$ cat src/rtl/sparse_enc_if.sv
// Stream bundle for the sparse encoder: dense input stream and sparse output stream.
// master drives in_*/out_ready (producer+consumer side), slave is the encoder.
interface sparse_enc_if #(
    parameter int DATA_W = 8,
    parameter int IDX_W  = 4
);
    logic              in_valid;
    logic              in_ready;
    logic [DATA_W-1:0] in_data;
    logic              in_last;
    logic              out_valid;
    logic              out_ready;
    logic [DATA_W-1:0] out_data;
    logic [IDX_W-1:0]  out_idx;
    logic              out_last;

    modport master (
        output in_valid, in_data, in_last, out_ready,
        input  in_ready, out_valid, out_data, out_idx, out_last
    );

    modport slave (
        input  in_valid, in_data, in_last, out_ready,
        output in_ready, out_valid, out_data, out_idx, out_last
    );
endinterface

$ cat src/rtl/sparse_enc.sv
// Zero-run sparse encoder: dense elements in, (value, zeros-skipped, last) entries out.
// Ports: clk, rst (async active-high), bus (sparse_enc_if.slave),
// nnz_cnt (only when SPARSE_ENC_STAT_EN is defined: entries emitted in current/last frame).
module sparse_enc #(
    parameter int DATA_W = 8,
    parameter int IDX_W  = 4,
    parameter int CNT_W  = 16
) (
    input  logic             clk,
    input  logic             rst,
    sparse_enc_if.slave      bus
`ifdef SPARSE_ENC_STAT_EN
    ,
    output logic [CNT_W-1:0] nnz_cnt
`endif
);
    localparam logic [IDX_W-1:0] RUN_MAX = '1;

    logic              accept;
    logic              xfer;
    logic              is_zero;
    logic              emit;
    logic [IDX_W-1:0]  run;
    logic [IDX_W-1:0]  run_nxt;
    logic              valid_q;
    logic [DATA_W-1:0] data_q;
    logic [IDX_W-1:0]  idx_q;
    logic              last_q;

    // The single output register may be refilled on the same edge it drains.
    assign bus.in_ready  = !valid_q || bus.out_ready;
    assign bus.out_valid = valid_q;
    assign bus.out_data  = data_q;
    assign bus.out_idx   = idx_q;
    assign bus.out_last  = last_q;

    // An entry is produced for a nonzero, for any frame end, and for a
    // zero that would overflow the run counter (filler entry (0, RUN_MAX)).
    always_comb begin
        accept  = bus.in_valid && bus.in_ready;
        xfer    = valid_q && bus.out_ready;
        is_zero = (bus.in_data == '0);
        emit    = accept && (!is_zero || bus.in_last || run == RUN_MAX);
        run_nxt = run;
        if (accept) begin
            if (emit) begin
                run_nxt = '0;
            end else begin
                run_nxt = run + IDX_W'(1);
            end
        end
    end

    always_ff @(posedge clk or posedge rst) begin
        if (rst) begin
            run <= '0;
        end else begin
            run <= run_nxt;
        end
    end

    always_ff @(posedge clk or posedge rst) begin
        if (rst) begin
            valid_q <= 1'b0;
            data_q  <= '0;
            idx_q   <= '0;
            last_q  <= 1'b0;
        end else if (emit) begin
            // A zero element carries value 0, so in_data is correct for fillers too.
            valid_q <= 1'b1;
            data_q  <= bus.in_data;
            idx_q   <= run;
            last_q  <= bus.in_last;
        end else if (xfer) begin
            valid_q <= 1'b0;
        end
    end

`ifdef SPARSE_ENC_STAT_EN
    // frame_done marks that the previous transfer closed a frame, so the
    // next transfer restarts the count at one.
    logic frame_done;

    always_ff @(posedge clk or posedge rst) begin
        if (rst) begin
            nnz_cnt    <= '0;
            frame_done <= 1'b0;
        end else if (xfer) begin
            frame_done <= last_q;
            if (frame_done) begin
                nnz_cnt <= CNT_W'(1);
            end else if (nnz_cnt != '1) begin
                nnz_cnt <= nnz_cnt + CNT_W'(1);
            end
        end
    end
`endif
endmodule

$ cat src/flat_wrapper.sv
// flat-port wrapper written by rule: the top's interface ports become plain ports
module sparse_enc_flat 
#(
    parameter int DATA_W = 8,
    parameter int IDX_W  = 4,
    parameter int CNT_W  = 16
)
  (clk, rst, bus_in_valid, bus_in_data, bus_in_last, bus_out_ready, bus_in_ready, bus_out_valid, bus_out_data, bus_out_idx, bus_out_last);
  sparse_enc_if #(.DATA_W(DATA_W), .IDX_W(IDX_W)) bus_i ();
  input  logic clk;
  input  logic rst;
  input wire logic [$bits(bus_i.in_valid)-1:0] bus_in_valid;
  input wire logic [$bits(bus_i.in_data)-1:0] bus_in_data;
  input wire logic [$bits(bus_i.in_last)-1:0] bus_in_last;
  input wire logic [$bits(bus_i.out_ready)-1:0] bus_out_ready;
  output wire logic [$bits(bus_i.in_ready)-1:0] bus_in_ready;
  output wire logic [$bits(bus_i.out_valid)-1:0] bus_out_valid;
  output wire logic [$bits(bus_i.out_data)-1:0] bus_out_data;
  output wire logic [$bits(bus_i.out_idx)-1:0] bus_out_idx;
  output wire logic [$bits(bus_i.out_last)-1:0] bus_out_last;
  assign bus_i.in_valid = bus_in_valid;
  assign bus_i.in_data = bus_in_data;
  assign bus_i.in_last = bus_in_last;
  assign bus_i.out_ready = bus_out_ready;
  assign bus_in_ready = bus_i.in_ready;
  assign bus_out_valid = bus_i.out_valid;
  assign bus_out_data = bus_i.out_data;
  assign bus_out_idx = bus_i.out_idx;
  assign bus_out_last = bus_i.out_last;
  sparse_enc #(.DATA_W(DATA_W), .IDX_W(IDX_W), .CNT_W(CNT_W)) u_core (.clk(clk), .rst(rst), .bus(bus_i));
endmodule
$ cat config.mk
export PLATFORM = sky130hd
export DESIGN_NAME = sparse_enc_flat
export DESIGN_NICKNAME = d
export VERILOG_FILES = /design/src/rtl/sparse_enc_if.sv /design/src/rtl/sparse_enc.sv /design/src/flat_wrapper.sv
export SDC_FILE = /design/constraint.sdc
export NUM_CORES = 1
export LEC_CHECK = 0
export CAP_MARGIN = 25
export CORE_MARGIN = 2
export CORE_UTILIZATION = 43
export CTS_CLUSTER_DIAMETER = 80
export CTS_CLUSTER_SIZE = 10
export DETAILED_ROUTE_END_ITERATION = 6
export GPL_ROUTABILITY_DRIVEN = 0
export PLACE_DENSITY_LB_ADDON = 0.25
export SLEW_MARGIN = 20
export SYNTH_ARGS = -nofsm -noshare
export SYNTH_HDL_FRONTEND = slang
export SYNTH_SLANG_ARGS = --single-unit
$ cat constraint.sdc
create_clock -name clk -period 1.8 [get_ports clk]
set_input_delay 0.27 -clock clk [delete_from_list [all_inputs] [get_ports clk]]
set_output_delay 0.27 -clock clk [all_outputs]
set_load 0.01 [all_outputs]
### After elaboration in Yosys (flattened, before gate mapping)

Index checks and enable logic that the tools add are counted.

* register bits after elaboration: 18
* latch bits: 0
* RAM bits: 0
* memory bits (read-only): 0
* input bits: 13
* output and inout bits: 15
* logic and storage cells: 20
* memories: 0

* add/subtract/negate cells: 1
* multiply operators: 0
* div/mod/pow operators: 0
* order comparisons: 0
* eq/ne operators: 1
* shift operators: 0
* mux-type cells: 3
* bitwise gates (word level): 0
* reduce and logical (&&, ||, !) cells: 10

Operators with widths (count)
* 8-bit zero test: 1
* 4-bit by 1-bit adder with 4-bit output, second input constant: 1
* 4-bit equality test, second input constant: 1
* 4-bit two-way mux: 1
* 1-bit logical AND: 3
* 1-bit logical OR: 3
* 1-bit zero test: 2
* 1-bit two-way mux: 2
* 2-bit nonzero test: 1

### Longest topological paths before layout

* depth in word-level cells: 6
* gate-level depth with buffers: 6
* gate-level depth less buffers: 5

### Worst setup path before layout

No wires, ideal clock.

* kind: reg-to-reg
* start point: register u_core.run[0]
* end point: register u_core.data_q[4], in the netlist u_core.bus.out_data[4]
* library setup time: 125 ps
* data arrival time: 1413 ps
* required time: 1675 ps
* path slack: 262 ps
* stages on the path, launching flop included: 7
* buffers on the path: 1
* period minus slack after synthesis: 1538 ps
* cell sequence: dfrtp_1 -> ha_1 -> nand3_1 -> inv_1 -> o21ai_2 -> buf_6 -> mux2_4

* word-level cells in the longest chain between the ends: 3

RTL lines
* start, declared: line sparse_enc.sv:23 `logic [IDX_W-1:0] run;`
* start signal, assigned: line sparse_enc.sv:58 `run <= run_nxt;`
* 4-bit equality test: line sparse_enc.sv:43 `emit = accept && (!is_zero || bus.in_last || run == RUN_MAX);`
* 1-bit logical OR: line sparse_enc.sv:43
* 1-bit logical AND: line sparse_enc.sv:43
* end signal, assigned: line sparse_enc.sv:71 `data_q <= bus.in_data;`
* end, declared: line sparse_enc.sv:26 `logic [DATA_W-1:0] data_q;`

Every way passes these cells.
A chain may end at the register's enable or synchronous reset.

### Worst setup path after layout

* start point: input bus_in_data[0]
* end point: register u_core.run[3]

* word-level cells in the longest chain between the ends: 6

RTL lines
* start, declared: line flat_wrapper.sv:13 `input wire logic [$bits(bus_i.in_data)-1:0] bus_in_data;`
* 8-bit zero test: line sparse_enc.sv:42 `is_zero = (bus.in_data == '0);`
* 1-bit zero test: line sparse_enc.sv:43
* 1-bit logical OR (2 in a row): line sparse_enc.sv:43
* 1-bit logical AND: line sparse_enc.sv:43
* 4-bit two-way mux: line sparse_enc.sv:46 `if (emit) begin`

Every way passes these cells.

==> impl_metrics.json <==
{
  "cts-htree-levels": 1,
  "fillers": 138,
  "grt_antenna_before_repair": 0,
  "critPathRequiredTime_ns": 2.02,
  "dpl-instance-area_um2": 1160,
  "die_y_um": 47.0,
  "drive_above_1_share_pct": 25.5,
  "final_max_slew_viol_count": 0,
  "antenna_left": 0,
  "cp_slowest_cell": "clkdlybuf4s50_1",
  "yosysUniqueCellTypes": 23,
  "syn_to_final_growth_pct": 50.9,
  "yosysTopAreaCellShare_pct": 56.8,
  "finalClockSkew_ns": 0.00264,
  "path_max_fanout": 3,
  "initial_core_util_pct": 45.9,
  "p_leak_nw": 0.546,
  "fp.dieW_um": 47.0,
  "multiInputGateArea_um2": 329,
  "grt.met1_usage_pct": 26.3,
  "cts.clk_slew.worst_paths_ns": 0.10,
  "rows": 15,
  "netlist_instances": 63,
  "path_class": "input pin to flop",
  "nets": 118,
  "grt-ovfl-total": 0,
  "ctsResizeCount": 0,
  "period_needed_ns": 1.72,
  "cts.sinks": 18,
  "io_pins": 28,
  "max_stage_delay_ns": 0.48,
  "ir_worst_vdd_uv": 527,
  "path_cells": "clkdlybuf4s50_1 -> nor4_4 -> nand3_1 -> buf_4 -> or4_1 -> o21ai_1",
  "power_mw": 0.844,
  "run_status": "complete, no violations",
  "clk-insertion-delay-late_ns": 0.29,
  "ys_seq_elements": 18,
  "drt_pre_antenna_iters": 4,
  "pre_cts_ws_ns": -0.218,
  "tightest_slew_ns": 0.311,
  "critPathArrivalTime_ns": 1.94,
  "grt_use_total_pct": 19.2,
  "grt_pass1_vias": 629,
  "antenna_cells": 0,
  "start_kind": "input pin",
  "dr_total_vias": 636,
  "end_kind": "flop",
  "dr.first_iter.drc_count": 14,
  "die_area_um2": 2200,
  "synth.net_count": 77,
  "max_freq_mhz": 581,
  "grt.busiest_layer": "met2",
  "seqCellArea_um2": 450,
  "setup_tns_ns": 0,
  "max-slew-margin-rel_pct": 79.1,
  "viasPerCell": 5.01,
  "finalSetupViolCount": 0,
  "ctsHoldBuffers": 0,
  "dp_hpwl_um": 1440,
  "clockBufferDepth": 2,
  "layout_setup_ws_ns": 0.0796,
  "drc_errors": 0,
  "maxCapViolations": 0,
  "portBuffers": 27,
  "dp_cells": 124,
  "wire_per_inst_um": 14.9,
  "seq_area_frac_synth_pct": 56.8,
  "grt_use_met3_pct": 4.62,
  "synth_area_um2": 793,
  "yosys_warnings": 0,
  "cts-root-buf": "clkbuf_4",
  "fin_crit_sh_pct": 95.6,
  "grt_pass1_wl_um": 2800,
  "grt_max_degree": 19,
  "post_cts_buffers": 0,
  "cts_made_buffers": 3,
  "yosys.area.top_type": "dfrtp_1",
  "coreArea_um2": 1730,
  "post_synth_main_area_contributors": "dfrtp_1 (57%), mux2_4 (9.5%), a22o_1 (6.6%), mux2_2 (4.3%), nand3_1 (3.2%)",
  "drt-total-wl_um": 1890,
  "stdcell_count": 127,
  "postSynthAreaPerCell_um2": 12.6,
  "hold_viol": 0,
  "cts_tree": "done",
  "hold_class": "input pin to asynchronous set/reset pin",
  "use_met2_pct": 28.2,
  "final_cell_area_um2": 1200,
  "p_per_area_nw_per_um2": 705
}
==> synthesized netlist by cell type <==
| master | instances |
|---|---|
| a21oi_1 | 1 |
| nor2_1 | 1 |
| buf_2 | 1 |
| nand2_1 | 4 |
| nor3b_1 | 1 |
| a22o_1 | 6 |
| inv_1 | 3 |
| a31oi_1 | 1 |
| o21ai_1 | 1 |
| o21ai_2 | 1 |
| nor4_2 | 1 |
| mux2_2 | 3 |
| dfrtp_1 | 18 |
| buf_6 | 1 |
| and3_2 | 1 |
| and2_1 | 1 |
| mux2_4 | 5 |
| nand2b_1 | 1 |
| nand3_1 | 5 |
| or4_1 | 1 |
| nor3_1 | 1 |
| ha_1 | 1 |
| o21ai_0 | 4 |
==> routing by layer <==
metal	up-vias	wire length (µm)
met3	2	95
met2	29	925
met4	0	19
met1	292	849
li1	313	-
met5	-	0
==> layout make-up <==
cell class                      instances  share of cell area, %
Clock buffer                            3                   1.88
Tap cell                               25                   2.61
Inverter                                3                  0.940
Timing Repair Buffer                   38                   29.5
Sequential cell                        18                   37.6
Multi-Input combinational cell         40                   27.5
==> report_power, final <==
group          total, mW  internal, mW  switching [mW]
Combinational      0.200         0.124          0.0757
Sequential         0.449         0.434          0.0157
Clock              0.195        0.0778           0.118
==> sequential cells by signal, indices dropped and copies added (netlist names) <==
register              flops
u_core.bus.out_data       8
u_core.bus.out_idx        4
u_core.bus.out_last       1
u_core.bus.out_valid      1
u_core.run                4
==> cell usage in the layout, fill, tap and decap left out, types with 3 or more instances in the layout <==
| cell type | synthesis | layout |
|---|---|---|
| o21ai_0 | 4 | 4 |
| mux2_2 | 3 | 3 |
| nand3_1 | 5 | 4 |
| dfrtp_1 | 18 | 18 |
| nand2_1 | 4 | 4 |
| a22o_1 | 6 | 6 |
| buf_4 | 0 | 11 |
| mux2_4 | 5 | 5 |
| clkbuf_4 | 0 | 3 |
| clkdlybuf4s50_1 | 0 | 27 |
| inv_1 | 3 | 3 |
==> through the flow <==
step	hold WS [ns]	utilization, %
6_report	0.303	69.3
5_1_grt	0.332	69.3
4_1_cts	0.314	68.6
3_5_place_dp	0.490	67.2
3_3_place_gp	0.486	67.2
2_1_floorplan	0.209	-
==> final timing paths <==
| path | from | endpoint | slack, ns | cells after the start |
|---|---|---|---|---|
| setup / recovery | bus_in_data[0] | u_core.run[3] | 0.08 | 6 |
| hold / removal | rst | u_core.bus.out_data[1] | 0.30 | 3 |
| setup reg to reg | u_core.run[0] | u_core.bus.out_idx[3] | 0.16 | 6 |
| hold reg to reg | u_core.bus.out_data[2] | u_core.bus.out_data[2] | 0.52 | 1 |
| max in group asynchronous | rst | u_core.bus.out_idx[2] | 1.31 | 3 |
| min in group clk | u_core.bus.out_data[2] | u_core.bus.out_data[2] | 0.52 | 1 |
==> logic make-up after synthesis <==
kind of cell	share of synthesized area (%)
buffers and inverters	3.47
adders and majority gates	1.58
DFF	56.8
and+or+nand+nor	12.1
AOI/OAI and AO/OA	12.3
muxes	13.7
==> worst max-delay path: cells and delay by family <==
kind | cells | cell delay, ns
buffers and inverters | 2 | 0.64
AO/OA/AOI/OAI | 1 | 0.08
AND/OR/NAND/NOR | 3 | 0.94
No activity file was read; power rests on OpenSTA's default activity.
==> RTL change (config.mk and constraints unchanged) <==
`IDX_W` is set to 4 in 3 places; all go to 5.
--- a/src/rtl/sparse_enc_if.sv
+++ b/src/rtl/sparse_enc_if.sv
@@ -2,7 +2,7 @@
 // master drives in_*/out_ready (producer+consumer side), slave is the encoder.
 interface sparse_enc_if #(
     parameter int DATA_W = 8,
-    parameter int IDX_W  = 4
+    parameter int IDX_W  = 5
 );
     logic              in_valid;
     logic              in_ready;
--- a/src/rtl/sparse_enc.sv
+++ b/src/rtl/sparse_enc.sv
@@ -3,7 +3,7 @@
 // nnz_cnt (only when SPARSE_ENC_STAT_EN is defined: entries emitted in current/last frame).
 module sparse_enc #(
     parameter int DATA_W = 8,
-    parameter int IDX_W  = 4,
+    parameter int IDX_W  = 5,
     parameter int CNT_W  = 16
 ) (
     input  logic             clk,
--- a/src/flat_wrapper.sv
+++ b/src/flat_wrapper.sv
@@ -2,7 +2,7 @@
 module sparse_enc_flat 
 #(
     parameter int DATA_W = 8,
-    parameter int IDX_W  = 4,
+    parameter int IDX_W  = 5,
     parameter int CNT_W  = 16
 )
   (clk, rst, bus_in_valid, bus_in_data, bus_in_last, bus_out_ready, bus_in_ready, bus_out_valid, bus_out_data, bus_out_idx, bus_out_last);
Interface: changed (resized bus_out_idx); port bits go from 28 to 29. No check against the original RTL was run, so the function may have changed too.
==> RTL change against the original RTL <==
  * Die area up 6.8%
  * Setup slack got worse by 0.036 ns
  * Total power grew 6.5%
  * Cell area rose by 11%
  * Area after synthesis up 7.4%
  * Wire length up 3.1%
  * Critical path type is now reg2reg
  * Clock power grew 5%
  * Sequential cell count up 2
==> RTL change: results (changes against the original RTL) <==
r2r_setup_slack_ns: 0.04  # was 0.16 ns
grt_usage_pct: 18.15  # was 19.17%
path_class: "reg2reg"  # was in2reg
fin_worst_skew_ns: 0.0006981  # was 0.002642 ns
cellLeakagePower_uw: 0.0005884  # was 0.0005463 uW
nNetsFinal: 125  # was 118
grt_max_degree: 21  # was 19
ctsHtreeMaxLevel: 1  # unchanged
syn_avg_cell_area_um2: 12.72  # was 12.59 um^2
placed_cell_area_mm2: 0.001247  # was 0.001161 mm^2
max_clock_freq_mhz: 569.3  # was 581.3 MHz
synth_cell_types: 20  # was 23
netlist_top_cells_area: "dfrtp_1 59%, mux2_2 12%, a22o_1 5.1%"  # was dfrtp_1 57%, mux2_4 9.5%, a22o_1 6.6%
ys_top_cells_by_count: "20 x dfrtp_1, 10 x nand2_1, 9 x mux2_2, 5 x a22o_1, 4 x o21ai_0"  # was 18 x dfrtp_1, 6 x a22o_1, 5 x mux2_4, 5 x nand3_1
cp_max_fo: 6  # was 3
tightest_slew_ns: 0.3564  # was 0.3112 ns
ys.flop_type: "dfrtp_1"  # unchanged
io_buffers: 28  # was 27
ys_warn_count: 0  # unchanged
routedWlPerCell_um: 14.42  # was 14.87 um
first_iter_violations: 6  # was 14
ir_drop_mv: 0.3318  # was 0.5271 mV
syn-num-nets: 82  # was 77
fin_hold_ws_ns: 0.2874  # was 0.3033 ns
place_ws_ns: -0.1388  # was -0.2179 ns
first_global_vias: 731  # was 629
drive_gt1_share_pct: 31.48  # was 25.49%
dr.pass1.iters: 3  # was 4
dp_hpwl_um: 1288  # was 1443 um
status: "completed"  # unchanged
synth-seq-area-share_pct: 58.74  # was 56.78%
vias_per_cell: 5.059  # was 5.008
wl_um: 1947  # was 1889 um
fillCellCount: 139  # was 138
-- RTL change: changes by cell type in the layout (fill, tap and decap cells not counted), sizes merged, moves of 2 or more --
cell	before	now
nand3	5	2
nand2	4	12
inv	3	1
o21ai	6	4
dfrtp	18	20
-- RTL change: cell type report --
cell class	instances	area, um^2	area share, %
repair buffers	39	362.8	27.28
inverters	1	3.754	0.2822
flip-flops and latches	20	500.5	37.63
well taps	27	33.78	2.540
clock buffers	3	22.52	1.693
multi-input cells	45	406.6	30.57
-- RTL change: layer usage --
layer	global-route usage [%]	vias up	wire (um)
met5	0	-	0
met4	11.43	0	48
met3	5.864	8	140
met2	27.55	26	937
met1	22.47	329	820
li1	-	320	-
-- RTL change: logic make-up (layout without fill, tap and decap cells) --
family / count (synthesis) / count (layout) / synth area share (%)
compound gates: 11 / 11 / 9.398
fa+ha+maj: 2 / 2 / 2.936
buf+inv: 3 / 43 / 2.202
flops: 20 / 20 / 58.74
mux: 9 / 9 / 11.89
simple gates: 22 / 23 / 14.83
-- RTL change: repair_timing --
item | CTS | global route
gates resized for setup | 2 | 6
buffers inserted | 1 | 1
hold buffers | 0 | 0
pin swaps | 1 | 1
endpoints found under the setup margin | 5 | 17
gates cloned | 1 | 0
-- RTL change: worst max-delay path, cell delays in order, from the launching register on --
cell      delay, ns
dfrtp_1        0.39
ha_2           0.20
and3_4         0.15
ha_4           0.16
nor2_4         0.09
nand3_4        0.13
or4_4          0.44
o211ai_1       0.11
-- RTL change: report_power, final --
part | total, uW | switching, uW | internal (uW) | leakage [uW]
clock network | 204 | 126 | 78.0 | 0.0000138
logic | 200 | 76.1 | 124 | 0.000316
registers | 495 | 16.0 | 479 | 0.000259
total | 899 | 218 | 681 | 0.000588
